--- src/rtl/matrix_pkg.sv ---
// matrix_pkg: shared constants, types and frame-decoding helpers for the
// 74HC595-chain receiver.
//   CHAIN_BITS      bits per row frame
//   *_MSB           bit position of each field's column-0 / row-0 bit in
//                   the shift register
//   rgb_row_t       one decoded row, active-high, bit c = column c
//   frame_kind_t    outcome of checking a latched frame
package matrix_pkg;

    localparam int CHAIN_BITS = 32;
    localparam int RED_MSB    = 31;
    localparam int BLUE_MSB   = 23;
    localparam int GREEN_MSB  = 15;
    localparam int ANODE_MSB  = 7;

    typedef struct packed {
        logic [7:0] red;
        logic [7:0] green;
        logic [7:0] blue;
    } rgb_row_t;

    typedef enum logic [1:0] {
        FRAME_LEN_ERR,
        FRAME_ROW_ERR,
        FRAME_BLANK,
        FRAME_GOOD
    } frame_kind_t;

    // Cathode fields are active-low on the wire.
    function automatic rgb_row_t decode_colours(input logic [CHAIN_BITS-1:0] frame);
        rgb_row_t row;
        row = '0;
        for (int c = 0; c < 8; c++) begin
            row.red[c]   = ~frame[RED_MSB - c];
            row.blue[c]  = ~frame[BLUE_MSB - c];
            row.green[c] = ~frame[GREEN_MSB - c];
        end
        return row;
    endfunction

    function automatic logic [7:0] decode_anode(input logic [CHAIN_BITS-1:0] frame);
        logic [7:0] anode;
        anode = '0;
        for (int j = 0; j < 8; j++) begin
            anode[j] = frame[ANODE_MSB - j];
        end
        return anode;
    endfunction

    function automatic logic [2:0] onehot_to_idx(input logic [7:0] onehot);
        logic [2:0] idx;
        idx = '0;
        for (int j = 0; j < 8; j++) begin
            if (onehot[j]) idx = 3'(j);
        end
        return idx;
    endfunction

    // Checks are ordered: length first, then anode multi-hot, then blank.
    function automatic frame_kind_t classify(input logic [5:0] cnt, input logic [7:0] anode);
        frame_kind_t kind;
        if (cnt != 6'(CHAIN_BITS)) begin
            kind = FRAME_LEN_ERR;
        end else if ((anode & (anode - 8'd1)) != 8'd0) begin
            kind = FRAME_ROW_ERR;
        end else if (anode == 8'd0) begin
            kind = FRAME_BLANK;
        end else begin
            kind = FRAME_GOOD;
        end
        return kind;
    endfunction

endpackage

--- src/rtl/matrix_rx_if.sv ---
// matrix_rx_if: serial pins of the 74HC595 chain as seen at the matrix.
//   matrix_clk    shift clock, data sampled on its rising edge
//   matrix_latch  storage-register latch, acts on its rising edge
//   matrix_mosi   serial data
// master = the driver producing the pins, slave = the receiver observing them.
interface matrix_rx_if;
    logic matrix_clk;
    logic matrix_latch;
    logic matrix_mosi;

    modport master (output matrix_clk, output matrix_latch, output matrix_mosi);
    modport slave  (input  matrix_clk, input  matrix_latch, input  matrix_mosi);
endinterface

--- src/rtl/sync_edge.sv ---
// sync_edge: SYNC_STAGES-deep synchroniser followed by one delay flop for
// rising-edge detection.
//   clk, rst_n  system clock, async active-low reset
//   d           asynchronous input
//   level       synchronised level
//   rise        high for one cycle while level=1 and the delayed copy=0
module sync_edge #(
    parameter int SYNC_STAGES = 2
) (
    input  logic clk,
    input  logic rst_n,
    input  logic d,
    output logic level,
    output logic rise
);

    logic [SYNC_STAGES-1:0] sync_q, sync_d;
    logic                   dly_q, dly_d;

    always_comb begin
        sync_d = {sync_q[SYNC_STAGES-2:0], d};
        dly_d  = sync_q[SYNC_STAGES-1];
    end

    always_ff @(posedge clk or negedge rst_n) begin
        if (!rst_n) begin
            sync_q <= '0;
            dly_q  <= 1'b0;
        end else begin
            sync_q <= sync_d;
            dly_q  <= dly_d;
        end
    end

    assign level = sync_q[SYNC_STAGES-1];
    assign rise  = sync_q[SYNC_STAGES-1] & ~dly_q;

endmodule

--- src/rtl/matrix_rx.sv ---
// matrix_rx: rebuilds 32-bit row frames from the oversampled 74HC595 pins,
// checks them and keeps an 8x8 RGB framebuffer of the good rows.
//   clk, rst_n            system clock, async active-low reset
//   bus (slave)           matrix_clk / matrix_latch / matrix_mosi
//   row_valid             pulse per good row; frame_done with it on row 7
//   len_err, row_err      pulse on a bad length / multi-hot anode
//   row_idx, row_*        last good row and its colours
//   rd_row, rd_col        framebuffer read address
//   rd_pixel              {r,g,b}, one cycle after the address
module matrix_rx
    import matrix_pkg::*;
#(
    parameter int SYNC_STAGES = 2
) (
    input  logic        clk,
    input  logic        rst_n,
    matrix_rx_if.slave  bus,
    input  logic [2:0]  rd_row,
    input  logic [2:0]  rd_col,
    output logic        row_valid,
    output logic [2:0]  row_idx,
    output logic [7:0]  row_red,
    output logic [7:0]  row_green,
    output logic [7:0]  row_blue,
    output logic        frame_done,
    output logic        len_err,
    output logic        row_err,
    output logic [2:0]  rd_pixel
);

    logic clk_rise, latch_rise, mosi_lvl;
    logic clk_lvl_unused, latch_lvl_unused, mosi_rise_unused;

    sync_edge #(.SYNC_STAGES(SYNC_STAGES)) u_sync_clk (
        .clk(clk), .rst_n(rst_n), .d(bus.matrix_clk),
        .level(clk_lvl_unused), .rise(clk_rise)
    );

    sync_edge #(.SYNC_STAGES(SYNC_STAGES)) u_sync_latch (
        .clk(clk), .rst_n(rst_n), .d(bus.matrix_latch),
        .level(latch_lvl_unused), .rise(latch_rise)
    );

    sync_edge #(.SYNC_STAGES(SYNC_STAGES)) u_sync_mosi (
        .clk(clk), .rst_n(rst_n), .d(bus.matrix_mosi),
        .level(mosi_lvl), .rise(mosi_rise_unused)
    );

    logic [CHAIN_BITS-1:0] shift_reg_q, shift_reg_d;
    logic [5:0]            shift_cnt_q, shift_cnt_d;
    // The latched frame is snapshotted and judged one cycle later, so the
    // result pulse lands SYNC_STAGES+1 edges after the latch is first sampled
    // and a coincident shift can proceed on the live shift register.
    logic [CHAIN_BITS-1:0] snap_q, snap_d;
    logic [5:0]            snap_cnt_q, snap_cnt_d;
    logic                  eval_q, eval_d;

    logic                  row_valid_q, row_valid_d;
    logic                  frame_done_q, frame_done_d;
    logic                  len_err_q, len_err_d;
    logic                  row_err_q, row_err_d;
    logic [2:0]            row_idx_q, row_idx_d;
    rgb_row_t              row_rgb_q, row_rgb_d;
    logic [2:0]            fb_q [8][8];
    logic [2:0]            fb_d [8][8];
    logic [2:0]            rd_pixel_q, rd_pixel_d;

    rgb_row_t              snap_rgb;
    logic [7:0]            snap_anode;
    logic [2:0]            snap_idx;
    frame_kind_t           snap_kind;

    always_comb begin
        shift_reg_d = shift_reg_q;
        shift_cnt_d = shift_cnt_q;
        snap_d      = snap_q;
        snap_cnt_d  = snap_cnt_q;
        eval_d      = 1'b0;

        if (latch_rise) begin
            snap_d      = shift_reg_q;
            snap_cnt_d  = shift_cnt_q;
            eval_d      = 1'b1;
            shift_cnt_d = '0;
        end

        if (clk_rise) begin
            shift_reg_d = {shift_reg_q[CHAIN_BITS-2:0], mosi_lvl};
            if (latch_rise) begin
                shift_cnt_d = 6'd1;
            end else if (shift_cnt_q != 6'd63) begin
                shift_cnt_d = shift_cnt_q + 6'd1;
            end
        end
    end

    always_comb begin
        snap_rgb   = decode_colours(snap_q);
        snap_anode = decode_anode(snap_q);
        snap_idx   = onehot_to_idx(snap_anode);
        snap_kind  = classify(snap_cnt_q, snap_anode);

        row_valid_d  = 1'b0;
        frame_done_d = 1'b0;
        len_err_d    = 1'b0;
        row_err_d    = 1'b0;
        row_idx_d    = row_idx_q;
        row_rgb_d    = row_rgb_q;
        fb_d         = fb_q;
        rd_pixel_d   = fb_q[rd_row][rd_col];

        if (eval_q) begin
            case (snap_kind)
                FRAME_LEN_ERR: len_err_d = 1'b1;
                FRAME_ROW_ERR: row_err_d = 1'b1;
                FRAME_GOOD: begin
                    row_valid_d  = 1'b1;
                    frame_done_d = (snap_idx == 3'd7);
                    row_idx_d    = snap_idx;
                    row_rgb_d    = snap_rgb;
                    for (int c = 0; c < 8; c++) begin
                        fb_d[snap_idx][c] = {snap_rgb.red[c], snap_rgb.green[c], snap_rgb.blue[c]};
                    end
                end
                default: ;
            endcase
        end
    end

    always_ff @(posedge clk or negedge rst_n) begin
        if (!rst_n) begin
            shift_reg_q  <= '0;
            shift_cnt_q  <= '0;
            snap_q       <= '0;
            snap_cnt_q   <= '0;
            eval_q       <= 1'b0;
            row_valid_q  <= 1'b0;
            frame_done_q <= 1'b0;
            len_err_q    <= 1'b0;
            row_err_q    <= 1'b0;
            row_idx_q    <= '0;
            row_rgb_q    <= '0;
            rd_pixel_q   <= '0;
            for (int r = 0; r < 8; r++) begin
                for (int c = 0; c < 8; c++) begin
                    fb_q[r][c] <= '0;
                end
            end
        end else begin
            shift_reg_q  <= shift_reg_d;
            shift_cnt_q  <= shift_cnt_d;
            snap_q       <= snap_d;
            snap_cnt_q   <= snap_cnt_d;
            eval_q       <= eval_d;
            row_valid_q  <= row_valid_d;
            frame_done_q <= frame_done_d;
            len_err_q    <= len_err_d;
            row_err_q    <= row_err_d;
            row_idx_q    <= row_idx_d;
            row_rgb_q    <= row_rgb_d;
            rd_pixel_q   <= rd_pixel_d;
            fb_q         <= fb_d;
        end
    end

    assign row_valid  = row_valid_q;
    assign frame_done = frame_done_q;
    assign len_err    = len_err_q;
    assign row_err    = row_err_q;
    assign row_idx    = row_idx_q;
    assign row_red    = row_rgb_q.red;
    assign row_green  = row_rgb_q.green;
    assign row_blue   = row_rgb_q.blue;
    assign rd_pixel   = rd_pixel_q;

endmodule

--- src/flat_wrapper.sv ---
// flat-port wrapper written by rule: the top's interface ports become plain ports
module matrix_rx_flat import matrix_pkg::*;
#(
    parameter int SYNC_STAGES = 2
)
  (clk, rst_n, rd_row, rd_col, row_valid, row_idx, row_red, row_green, row_blue, frame_done, len_err, row_err, rd_pixel, bus_matrix_clk, bus_matrix_latch, bus_matrix_mosi);
  matrix_rx_if bus_i ();
  input  logic clk;
  input  logic rst_n;
  input  logic [2:0] rd_row;
  input  logic [2:0] rd_col;
  output logic row_valid;
  output logic [2:0] row_idx;
  output logic [7:0] row_red;
  output logic [7:0] row_green;
  output logic [7:0] row_blue;
  output logic frame_done;
  output logic len_err;
  output logic row_err;
  output logic [2:0] rd_pixel;
  input wire logic [$bits(bus_i.matrix_clk)-1:0] bus_matrix_clk;
  input wire logic [$bits(bus_i.matrix_latch)-1:0] bus_matrix_latch;
  input wire logic [$bits(bus_i.matrix_mosi)-1:0] bus_matrix_mosi;
  assign bus_i.matrix_clk = bus_matrix_clk;
  assign bus_i.matrix_latch = bus_matrix_latch;
  assign bus_i.matrix_mosi = bus_matrix_mosi;
  matrix_rx #(.SYNC_STAGES(SYNC_STAGES)) u_core (.clk(clk), .rst_n(rst_n), .bus(bus_i), .rd_row(rd_row), .rd_col(rd_col), .row_valid(row_valid), .row_idx(row_idx), .row_red(row_red), .row_green(row_green), .row_blue(row_blue), .frame_done(frame_done), .len_err(len_err), .row_err(row_err), .rd_pixel(rd_pixel));
endmodule
--- config.mk ---
export PLATFORM = sky130hd
export DESIGN_NAME = matrix_rx_flat
export DESIGN_NICKNAME = d
export VERILOG_FILES = /design/src/rtl/matrix_pkg.sv /design/src/rtl/matrix_rx_if.sv /design/src/rtl/sync_edge.sv /design/src/rtl/matrix_rx.sv /design/src/flat_wrapper.sv
export SDC_FILE = /design/constraint.sdc
export NUM_CORES = 1
export LEC_CHECK = 0
export CAP_MARGIN = 20
export CORE_AREA = 5 5 157 234
export CTS_CLUSTER_SIZE = 14
export DETAILED_ROUTE_END_ITERATION = 8
export DIE_AREA = 0 0 162 239
export GPL_TIMING_DRIVEN = 0
export HOLD_SLACK_MARGIN = 0.12
export SYNTH_ARGS = -nofsm -noshare
export SYNTH_HDL_FRONTEND = slang
export SYNTH_SLANG_ARGS = --single-unit
--- constraint.sdc ---
create_clock -name clk -period 2.4 [get_ports clk]
set_input_delay 0.36 -clock clk [delete_from_list [all_inputs] [get_ports clk]]
set_output_delay 0.36 -clock clk [all_outputs]
set_load 0.005 [all_outputs]
# Word level (Yosys, flattened, before mapping)
# Cells that the tools add are included.
# word_totals
inputBits	11
regBits	311
wordCells	184
out_inout_bits	34
# op_classes
mux	53
n_reduce_logical	5
n_bitwise	32
addsub	2
eq_ne	5
order_cmp	4
# op_table
operator	count
bitwise mux 192 bit	8
demux 24 bit (select 3 bit)	8
binary-select mux 24 bit (select 3 bit)	1
2-to-1 mux 24 bit	3
2-to-1 mux 6 bit	5
NOT 1 bit	26
2-to-1 mux 21 bit	1
2-to-1 mux 3 bit	7
2-to-1 mux 18 bit	1
2-to-1 mux 15 bit	1
>= comparator 4 bit (second input constant)	3
2-to-1 mux 12 bit	1
inequality test 6 bit (second input constant)	2
NOT 3 -> 4 bit	3
2-to-1 mux 1 bit	11
binary-select mux 3 bit (select 3 bit)	1
2-to-1 mux 9 bit	1
AND 8 bit	1
logical NOT 8 bit	1
2-to-1 mux 2 bit	4
nonzero test 8 bit	1
subtractor 8 x 1 -> 8 bit (second input constant)	1
adder 6 x 1 -> 6 bit (second input constant)	1
< comparator 4 x 1 -> 1 bit (second input constant)	1
other kinds (7)	8

# Logic depth before layout (Yosys ltp)
# Gate-level depths: netlist of run 1.
# depth
ltp_word	20
mapped_depth	8
mapped_depth_nobuf	5

# Modules after synthesis
# From an unflattened synthesis of run 1, not the netlist that was laid out.
# unflattened
cells_unflattened	1086
hier_area_um2	13750.7
# by_module_without_submodules
mod	seq_area_each_um2	area_per_inst_um2	n_inst	cells_per_inst
matrix_rx	7582.3	13484.2	1	1074
sync_edge	75.1	88.8	3	4

# Worst setup path before layout of run 1
# No wires, ideal clock.
# synth_path
kind	input -> register
start	input rd_row[0]
end	register u_core.rd_pixel_q[0], in the netlist u_core.rd_pixel[0]
setup_slack_ns	0.375
required_ns	2.278
n_path_buf	2
cell_stages	6
arrival_time_ns	1.903
setup_time_ns	0.122
cell_sequence	buf_2 buf_2 mux4_2 o221ai_1 o21ai_0 a32o_1
# synth_between
elab_chain_cells	7
# synth_lines
element	line	text
start, declared	flat_wrapper.sv:10	input logic [2:0] rd_row;
NOT 3 -> 4 bit (not written as such)	matrix_rx.sv:110	rd_pixel_d = fb_q[rd_row][rd_col];
binary-select mux 24 bit (select 3 bit)	matrix_rx.sv:110	
2-to-1 mux 24 bit (not written as such) (2 in a row)	matrix_rx.sv:110	
binary-select mux 3 bit (select 3 bit)	matrix_rx.sv:110	
2-to-1 mux 3 bit (not written as such) (2 in a row)	matrix_rx.sv:110	
via u_core.rd_pixel_d[0]	matrix_rx.sv:66	logic [2:0] rd_pixel_q, rd_pixel_d;
end signal, assigned	matrix_rx.sv:161	rd_pixel_q <= rd_pixel_d;
end, declared	matrix_rx.sv:66	
# The timed path passes the listed nets, and every way through them passes these cells. The select of a mux whose other input is x is not followed.
# A chain may end at the register's enable or synchronous reset.

# Worst setup path after layout of run 1
# layout_path
start	input rd_row[2]
end	register u_core.rd_pixel_q[0], in the netlist u_core.rd_pixel[0]
# The elaborated chain is that of the path after synthesis.

==> results of run 1 <==
## path summary, 6_finish.rpt
check / from / end / slack, ns
worst max-delay path: rd_row[2] / u_core.rd_pixel[0] / 0.13
worst min-delay path: bus_matrix_mosi / u_core.u_sync_mosi.sync_q[0] / 0.24
worst max register to register: u_core.snap_q[6] / u_core.fb_q[73] / 0.13
worst min register to register: u_core.u_sync_mosi.sync_q[0] / u_core.u_sync_mosi.sync_q[1] / 0.35
max in group asynchronous: rst_n / u_core.snap_q[6] / 0.97
min in group asynchronous: rst_n / u_core.snap_q[15] / 0.36
## critical path, stage by stage
cell and delay, ns:
clkdlybuf4s50_1 0.52, clkbuf_1 0.65, mux4_2 0.42, mux2i_1 0.35
a31oi_1 0.15, a32o_1 0.25
## layer usage
layer  up-vias  part of all wire  global-route usage
li1       3994                 -                   -
met1      4385              0.40               0.219
met2       202              0.53               0.325
met3        79             0.033              0.0204
met4         0             0.044              0.0834
met5         -                 0                   0
## cell type report
| class | instances | share of cell area |
|---|---|---|
| inverters | 102 | 0.0243 |
| well taps | 430 | 0.0341 |
| clock buffers | 44 | 0.0560 |
| flip-flops and latches | 311 | 0.494 |
| plain buffers | 94 | 0.0333 |
| clock inverters | 7 | 0.00731 |
| multi-input cells | 594 | 0.314 |
| repair buffers | 58 | 0.0372 |
## kinds of logic (layout without fill, tap and decap cells)
| logic type | count (synthesis) | in the layout |
|---|---|---|
| AOI/OAI and AO/OA | 193 | 193 |
| xor gates and xnor gates | 1 | 1 |
| adders and majority gates | 3 | 3 |
| buffers and inverters | 196 | 305 |
| DFF | 311 | 311 |
| muxes | 220 | 220 |
| and+or+nand+nor | 177 | 177 |
## flip-flops by register name, summed over array words and instances, names as in the netlist
register and count:
u_core.row_idx 3, u_core.u_sync_latch.dly_q 1, u_core.u_sync_latch.sync_q 2, u_core.len_err 1, u_core.u_sync_mosi.sync_q 2, u_core.snap_cnt_q 6
u_core.shift_cnt_q 6, u_core.shift_reg_q 32, u_core.fb_q 192, u_core.rd_pixel 3, u_core.u_sync_clk.dly_q 1, u_core.eval_q 1
u_core.row_blue 8, u_core.u_sync_clk.sync_q 2, u_core.row_green 8, u_core.frame_done 1, u_core.row_valid 1, u_core.row_err 1
u_core.row_red 8, u_core.snap_q 32
## where the power goes
part / internal [mW] / switching, mW
clock: 2.84 / 1.98
combinational: 0.543 / 0.945
sequential: 5.50 / 0.220
total: 8.88 / 3.14
## stage by stage
step,hold slack [ns],setup TNS (ns)
6_report,0.244,0
5_1_grt,0.230,-0.0262
4_1_cts,0.217,0
3_5_place_dp,0.335,-11.92
3_3_place_gp,0.332,-3892.09
2_1_floorplan,0.0644,0
## repair_timing
| action | 4_1_cts | 5_1_grt |
|---|---|---|
| hold buffers | 1 | 0 |
| hold endpoints to repair | 74 | 0 |
| setup buffers | 2 | 12 |
| setup endpoints to repair | 92 | 177 |
| gates resized for setup | 6 | 37 |
| pin swaps | 3 | 4 |
## cells in the final DEF (no fill, tap or decap), types with 4 or more instances in the layout
cell type	n
clkbuf_16	29
o211ai_1	4
nand4_1	6
o221ai_1	5
nand2_1	110
clkbuf_1	28
mux4_2	48
buf_2	14
nand3_1	10
nor3_1	6
clkdlybuf4s50_1	40
mux2_2	69
o21ai_1	23
o31ai_1	26
buf_6	13
nor2b_1	5
buf_1	33
clkbuf_2	4
dfrtp_1	309
a21oi_1	5
nor2_1	15
clkbuf_8	10
nand2b_1	7
o22ai_1	6
buf_4	17
inv_1	102
o21ai_0	105
mux2i_1	103
==> flow_metrics.tcl, run 1 <==
set metrics [dict create \
    status "complete, no violations" \
    ys_top_cells_by_area "dfrtp_1 (57%), mux4_2 (8.0%), mux2i_1 (7.6%)" \
    vias 8660 \
    worst_pin_slew_ns 1.01 \
    pre_cts_slack_ns -0.458 \
    cts_made_buffers 29 \
    vias_per_cell 5.28 \
    grt_start_max_net_pins 124 \
    wirelength_mm 34.1 \
    postLayoutCellArea_sq_mm 0.0158 \
    clkSinkCount 311 \
    final_util 0.454 \
    std_cell_rows 84 \
    critPathRequiredTime_ns 2.84 \
    vdd_drop_max_v 0.000585 \
    initial_utilization 0.391 \
    synthArstFlopShare 1.00 \
    hold_viol_final 0 \
    cts_max_level 1 \
    p_leak_nw 6.79 \
    ant_nets 0 \
    io_buffers 41 \
    synth_mux_area_frac 0.213 \
    drive_gt1_frac 0.193 \
    synth_top_cell_area_share 0.574 \
    hpwl_mm 24.0 \
    coreArea_sq_mm 0.0347 \
    total_power_mw 12.0 \
    multi_input_area_sq_mm 0.00494 \
    mappedNetlistArea_sq_mm 0.0135 \
    ys_top_cells_by_count "dfrtp_1 (311), nand2_1 (110), o21ai_0 (105), mux2i_1 (103), inv_1 (102)" \
    syn_area_per_cell_sq_um 12.3 \
    grt_pass1_wl_mm 54.6 \
    skew_ns 0.00990 \
    relSlewSlack 0.329 \
    dr.pass1.iters 5 \
    overflow 0 \
    worstSetupPathType "in2reg" \
    stdcell_count 1640 \
    synth_xor_area_frac 0.000646 \
    first_iter_violations 472 \
    drc 0 \
    synth_compound_area_frac 0.0860 \
    hold_path_depth 1 \
    chipHeight_microns 239 \
    track_usage 0.181 \
    chipWidth_microns 162 \
    synth_cell_type_count 54 \
    area_growth_pct 16.3 \
    end_kind "flip-flop" \
    die-area_sq_mm 0.0387 \
    synth_top_family_by_area "multiplexers" \
    insertion_delay_ns 0.55 \
    ys.flop_type "dfrtp_1" \
    yosysWarnings 0 \
    antenna_found_initial 0 \
    p_per_area_mw_per_mm2 763 \
    synth-seq-cells 311 \
    critPathMaxFanout 10 \
    yosys.area_share.simple 0.0600 \
    grt_pass1_vias 9377 \
    antenna_cells 0 \
    fillers 3262 \
    io-pin-count 45 \
    cts-root-buf "clkbuf_16" \
    min_path_type "in2reg" \
    startpoint_type "input port" \
    period_share 0.947 \
    synth_area_leader_cell "dfrtp_1" \
    setup_viol 0 \
    place_area_sq_mm 0.0146 \
    postSynthNetCount 1113 \
    place_inst 1574 \
    synth_edf_count 0 \
    drv_slew 0 \
    layout_min_cycle_time_ns 2.27 \
    wl_per_cell_microns 20.8 \
    worst_ep_arrival_time_ns 2.71 \
    r2r_cells 7 \
    max_freq_mhz 440 \
    maxCapViolCount 0 \
    place.gp.congestion 0.853 \
    clk_pin_slew_ns 0.06 \
    synth_fa_ha_area_frac 0.00249 \
    layout.nets 1202 \
    register_area_sq_mm 0.00778 \
    cts_tree "yes" \
    synth_most_common_cell "dfrtp_1" \
    ys_seq_area_frac 0.574 \
    timing.final.ws_setup_ns 0.127 \
    synthCells 1101 \
    cts_buffer_depth 3 \
]
(Power assumes the default switching activity.)
==> inputs of run 2 (changes only) <==
--- a/config.mk
+++ b/config.mk
@@ -7,7 +7,7 @@
 export LEC_CHECK = 0
 export CAP_MARGIN = 20
 export CORE_AREA = 5 5 157 234
-export CTS_CLUSTER_SIZE = 14
+export CTS_CLUSTER_SIZE = 24
 export DETAILED_ROUTE_END_ITERATION = 8
 export DIE_AREA = 0 0 162 239
 export GPL_TIMING_DRIVEN = 0
==> run 2 against run 1 <==
Against the previous run: sequential power about the same; global-route usage increased by 0.11 points; sequential cell count unchanged; clock skew shrank 0.00062 ns; clock-buffer cell count down 13; clock power rose by 13%; setup slack lost 0.039 ns; combinational power is essentially flat; critical endpoint unchanged.
==> flow_metrics.tcl, run 2 (synthesis gave the netlist of run 1 again) <==
set metrics [dict create \
    status "complete, no violations" \
    pwr-share-clk 0.431 \
    regToRegEndpoint "u_core.row_green[4]" \
    layout.nets 1201 \
    timing.final.ws_setup_ns 0.0883 \
    startpoint_type "input port" \
    wl_per_cell_microns 20.9 \
    r2r_cells 7 \
    route.layer.met1.wl_mm 13.5 \
    dr.pass1.iters 5 \
    clk_pin_slew_ns 0.07 \
    cts_buffer_depth 3 \
    grt_pass1_vias 9412 \
    insertion_delay_ns 0.56 \
    critPathRequiredTime_ns 2.84 \
    place_area_sq_mm 0.0146 \
    worstSetupPathType "in2reg" \
    largest_reg_flops 192 \
    drv_slew 0 \
    combPwrFrac 0.118 \
    switching_share 0.258 \
    intPower_mw 9.41 \
    stdcell_count 1641 \
    fin_hold_ws_ns 0.240 \
    final_common_cell "dfrtp_1" \
    coreArea_sq_mm 0.0347 \
    hpwl_mm 24.0 \
    cts_tree "yes" \
    antenna_found_initial 0 \
    initial_utilization 0.391 \
    cts_max_level 1 \
    largest_register "u_core.fb_q" \
    first_iter_violations 476 \
    vdd_drop_max_v 0.000607 \
    wirelength_mm 34.3 \
    drc 0 \
    pwr-share-seq 0.451 \
    grt_start_max_net_pins 124 \
    crit_start "rd_row[2]" \
    mostFrequentLayoutCells "dfrtp_1 (308), nand2_1 (110), mux2i_1 (103)" \
    cts_made_buffers 29 \
    chipWidth_microns 162 \
    min_path_type "in2reg" \
    hold_viol_final 0 \
    reg2reg_slack_ns 0.11 \
    worst_pin_slew_ns 1.05 \
    skew_ns 0.00928 \
    maxCapViolCount 0 \
    cts-root-buf "clkbuf_16" \
    std_cell_rows 84 \
    area_growth_pct 17.4 \
    total_power_mw 12.7 \
    postLayoutCellArea_sq_mm 0.0159 \
    grt_pass1_wl_mm 54.8 \
    clkSinkCount 311 \
    reg_top3 "u_core.fb_q (192), u_core.shift_reg_q (32), u_core.snap_q (32)" \
    worst_ep_arrival_time_ns 2.75 \
    period_share 0.963 \
    r2r-start "u_core.snap_q[6]" \
    io-pin-count 45 \
    ant_nets 0 \
    endpoint "u_core.rd_pixel[0]" \
    critPathMaxFanout 10 \
    antenna_cells 0 \
    netSwitchingPower_mw 3.27 \
    route.met3.wl_mm 1.13 \
    final_util 0.459 \
    end_kind "flip-flop" \
    place_inst 1574 \
    relSlewSlack 0.302 \
    layout_min_cycle_time_ns 2.31 \
    track_usage 0.182 \
    fin_tns_setup_ns 0 \
    overflow 0 \
    met2_length_mm 18.2 \
    vias 8651 \
    setup_viol 0 \
    pre_cts_slack_ns -0.458 \
    drive_gt1_frac 0.199 \
    place.gp.congestion 0.853 \
    chipHeight_microns 239 \
    highest_layer "met4" \
    p_per_area_mw_per_mm2 797 \
    die-area_sq_mm 0.0387 \
    p_leak_nw 6.85 \
    max_freq_mhz 433 \
    vias_per_cell 5.27 \
    io_buffers 41 \
]
## run 2: power groups by stage
stage               sequential (mW)  clock (mW)  combinational (mW)
floorplan                      5.73           0               0.922
global placement               5.80           0                1.40
detailed placement             5.80           0                1.43
CTS                            5.71        5.57                1.44
global route                   5.76        5.80                1.63
finish                         5.72        5.47                1.49
## run 2: worst min-delay path by stage
stage | startpoint | end | slack [ns] | cells past startpoint
global route | bus_matrix_latch | u_core.u_sync_latch.sync_q[0] | 0.23 | 1
detailed placement | u_core.u_sync_latch.sync_q[0] | u_core.u_sync_latch.sync_q[1] | 0.33 | 0
global placement | u_core.u_sync_clk.sync_q[0] | u_core.u_sync_clk.sync_q[1] | 0.33 | 0
floorplan | rst_n | u_core.eval_q | 0.06 | 0
CTS | bus_matrix_mosi | u_core.u_sync_mosi.sync_q[0] | 0.22 | 1
finish | bus_matrix_mosi | u_core.u_sync_mosi.sync_q[0] | 0.24 | 1
## run 2: area by class of cell
cell class                 instances  area [sq um]
buffer                            94           526
clock buffer                      31           753
clock inverter                    22           390
fill                            3238         18800
inverter                         102           383
multi-input combinational        594          4950
sequential                       311          7790
tap                              430           538
timing repair buffer              57           582
## run 2: layer usage
metal,track usage,vias to the layer above
li1,-,3988
met1,0.221,4396
met2,0.329,193
met3,0.0205,74
met4,0.0793,0
met5,0,-
## run 2: timing repair
action                                  in CTS  in global routing
endpoints found under the setup margin      93                175
endpoints found under the hold margin       74                  0
buffers inserted                             2                 11
gates resized for setup                      7                 41
hold buffers                                 1                  0
pin swaps                                    3                  5
## run 2: critical path, stage by stage
cell and delay [ns]:
clkdlybuf4s50_1 0.52, clkbuf_1 0.68, mux4_2 0.43, mux2i_1 0.35
a31oi_1 0.15, a32o_1 0.25
==> inputs of run 3 (changes only) <==
--- a/config.mk
+++ b/config.mk
@@ -12,6 +12,7 @@
 export DIE_AREA = 0 0 162 239
 export GPL_TIMING_DRIVEN = 0
 export HOLD_SLACK_MARGIN = 0.12
+export RECOVER_POWER = 50
 export SYNTH_ARGS = -nofsm -noshare
 export SYNTH_HDL_FRONTEND = slang
 export SYNTH_SLANG_ARGS = --single-unit
==> constraint.sdc (replaced) <==
create_clock -name clk -period 1.92 [get_ports clk]
set_input_delay 0.288 -clock clk [delete_from_list [all_inputs] [get_ports clk]]
set_output_delay 0.288 -clock clk [all_outputs]
set_load 0.005 [all_outputs]
==> run 3 against run 2 <==
Against the previous run: the flow now finishes with violations (setup timing); largest power group unchanged; first-iteration DRC count grew 23%; register-to-register slack worse by 0.37 ns; routed wire length up 13%; sequential power is 24% higher; non-clock buffer count rose by 54; clock-buffer cell count rose by 6.
==> flow_metrics.tcl, run 3 (synthesis gave the netlist of run 1 again) <==
set metrics [dict create \
    mostFrequentLayoutCells "dfrtp_1 (304), inv_1 (102), mux2i_1 (100)" \
    hp-start "bus_matrix_latch" \
    clkSinkCount 311 \
    setup_viol 290 \
    wirelength_mm 38.9 \
    area_growth_pct 32.3 \
    period_share 1.14 \
    worstSetupPathType "reg2reg" \
    chipHeight_microns 239 \
    vias_per_cell 5.45 \
    grt_setup_unrepaired "yes" \
    largest_register "u_core.fb_q" \
    cts_tree "yes" \
    clk_pin_slew_ns 0.07 \
    grt_pass1_wl_mm 58.2 \
    worst_pin_slew_ns 1.04 \
    critPathMaxFanout 7 \
    status "finished, violations left" \
    violations "setup timing" \
    crit_start "u_core.snap_q[4]" \
    p_per_area_mw_per_mm2 898 \
    worst_ep_arrival_time_ns 2.66 \
    initial_utilization 0.391 \
    total_power_mw 16.1 \
    grt_pass1_vias 9793 \
    vias 9244 \
    io-pin-count 45 \
    cts_made_buffers 29 \
    end_kind "flip-flop" \
    fin_tns_setup_ns -33.54 \
    timing.final.ws_setup_ns -0.260 \
    grt_start_max_net_pins 122 \
    layout_min_cycle_time_ns 2.18 \
    min_path_type "in2reg" \
    skew_ns 0.0191 \
    drive_gt1_frac 0.404 \
    drc 0 \
    coreArea_sq_mm 0.0347 \
    layout.nets 1255 \
    track_usage 0.196 \
    final_util 0.517 \
    stdcell_count 1696 \
    drv_slew 0 \
    overflow 0 \
    pre_cts_slack_ns -0.892 \
    cts_max_level 1 \
    first_iter_violations 586 \
    startpoint_type "flip-flop" \
    place_inst 1574 \
    place.gp.congestion 0.850 \
    hpwl_mm 23.8 \
    r2r-start "u_core.snap_q[4]" \
    final_common_cell "dfrtp_1" \
    io_buffers 41 \
    maxCapViolCount 0 \
    relSlewSlack 0.310 \
    ant_nets 0 \
    antenna_cells 0 \
    std_cell_rows 84 \
    cts-root-buf "clkbuf_16" \
    largest_reg_flops 192 \
    reg_top3 "u_core.fb_q (192), u_core.shift_reg_q (32), u_core.snap_q (32)" \
    max_freq_mhz 459 \
    chipWidth_microns 162 \
    hold_viol_final 0 \
    vdd_drop_max_v 0.000888 \
    wl_per_cell_microns 22.9 \
    insertion_delay_ns 0.57 \
    die-area_sq_mm 0.0387 \
    critPathRequiredTime_ns 2.39 \
    p_leak_nw 7.64 \
    antenna_found_initial 0 \
    dr.pass1.iters 5 \
    cts_buffer_depth 3 \
]
[run 3: report_power, final]
| group | leakage [nW] | switching [mW] | internal, mW |
|---|---|---|---|
| Clock | 0.450 | 2.59 | 3.16 |
| Combinational | 2.93 | 1.85 | 1.38 |
| Sequential | 4.26 | 0.228 | 6.88 |
[run 3: layout make-up]
| class | count | area [sq um] |
|---|---|---|
| clock inverter | 17 | 161 |
| buffer | 93 | 861 |
| multi-input combinational | 594 | 6000 |
| tap | 430 | 538 |
| timing repair buffer | 112 | 1410 |
| fill | 2939 | 16800 |
| sequential | 311 | 7790 |
| inverter | 102 | 383 |
| clock buffer | 37 | 776 |
[run 3: worst max-delay path: stages, from the launching register on]
cell and delay, ns:
dfrtp_2 0.43, or4_4 0.59, buf_6 0.16, xnor2_4 0.15, a21oi_4 0.08, buf_12 0.17, buf_12 0.15, buf_16 0.15
o31ai_4 0.20
[run 3: timing repair]
item	in CTS	in global routing
hold endpoints to repair	72	0
setup endpoints to repair	254	368
pin swaps	46	95
setup buffers	44	9
cloned	12	6
hold buffers	1	0
gates resized for setup	261	286
[run 3: through the flow]
step | area, sq um | hold slack, ns
after floorplan | 13600 | -0.00759
after global placement | 14500 | 0.331
after detailed placement | 14600 | 0.299
after CTS | 16800 | 0.132
after global routing | 17900 | 0.266
final | 17900 | 0.271
[run 3: path summary, 6_finish.rpt]
| check | slack, ns | to | cells after the start |
|---|---|---|---|
| setup reg to reg | -0.26 | u_core.row_blue[2] | 8 |
| hold / removal | 0.27 | u_core.u_sync_latch.sync_q[0] | 1 |
| max in group asynchronous | -0.03 | u_core.fb_q[20] | 4 |
| setup / recovery | -0.26 | u_core.row_blue[2] | 8 |
| hold reg to reg | 0.35 | u_core.u_sync_latch.sync_q[1] | 0 |
| min in group asynchronous | 0.45 | u_core.shift_reg_q[16] | 2 |
[run 3: per-layer routing]
metal  routed length, microns  track usage  part of all wire  vias up
li1                         -            -                 -     4123
met1                    14800        0.228              0.38     4788
met2                    21200        0.365              0.54      238
met3                     1240       0.0229             0.032       95
met4                     1640       0.0762             0.042        0
met5                        0            0                 0        -
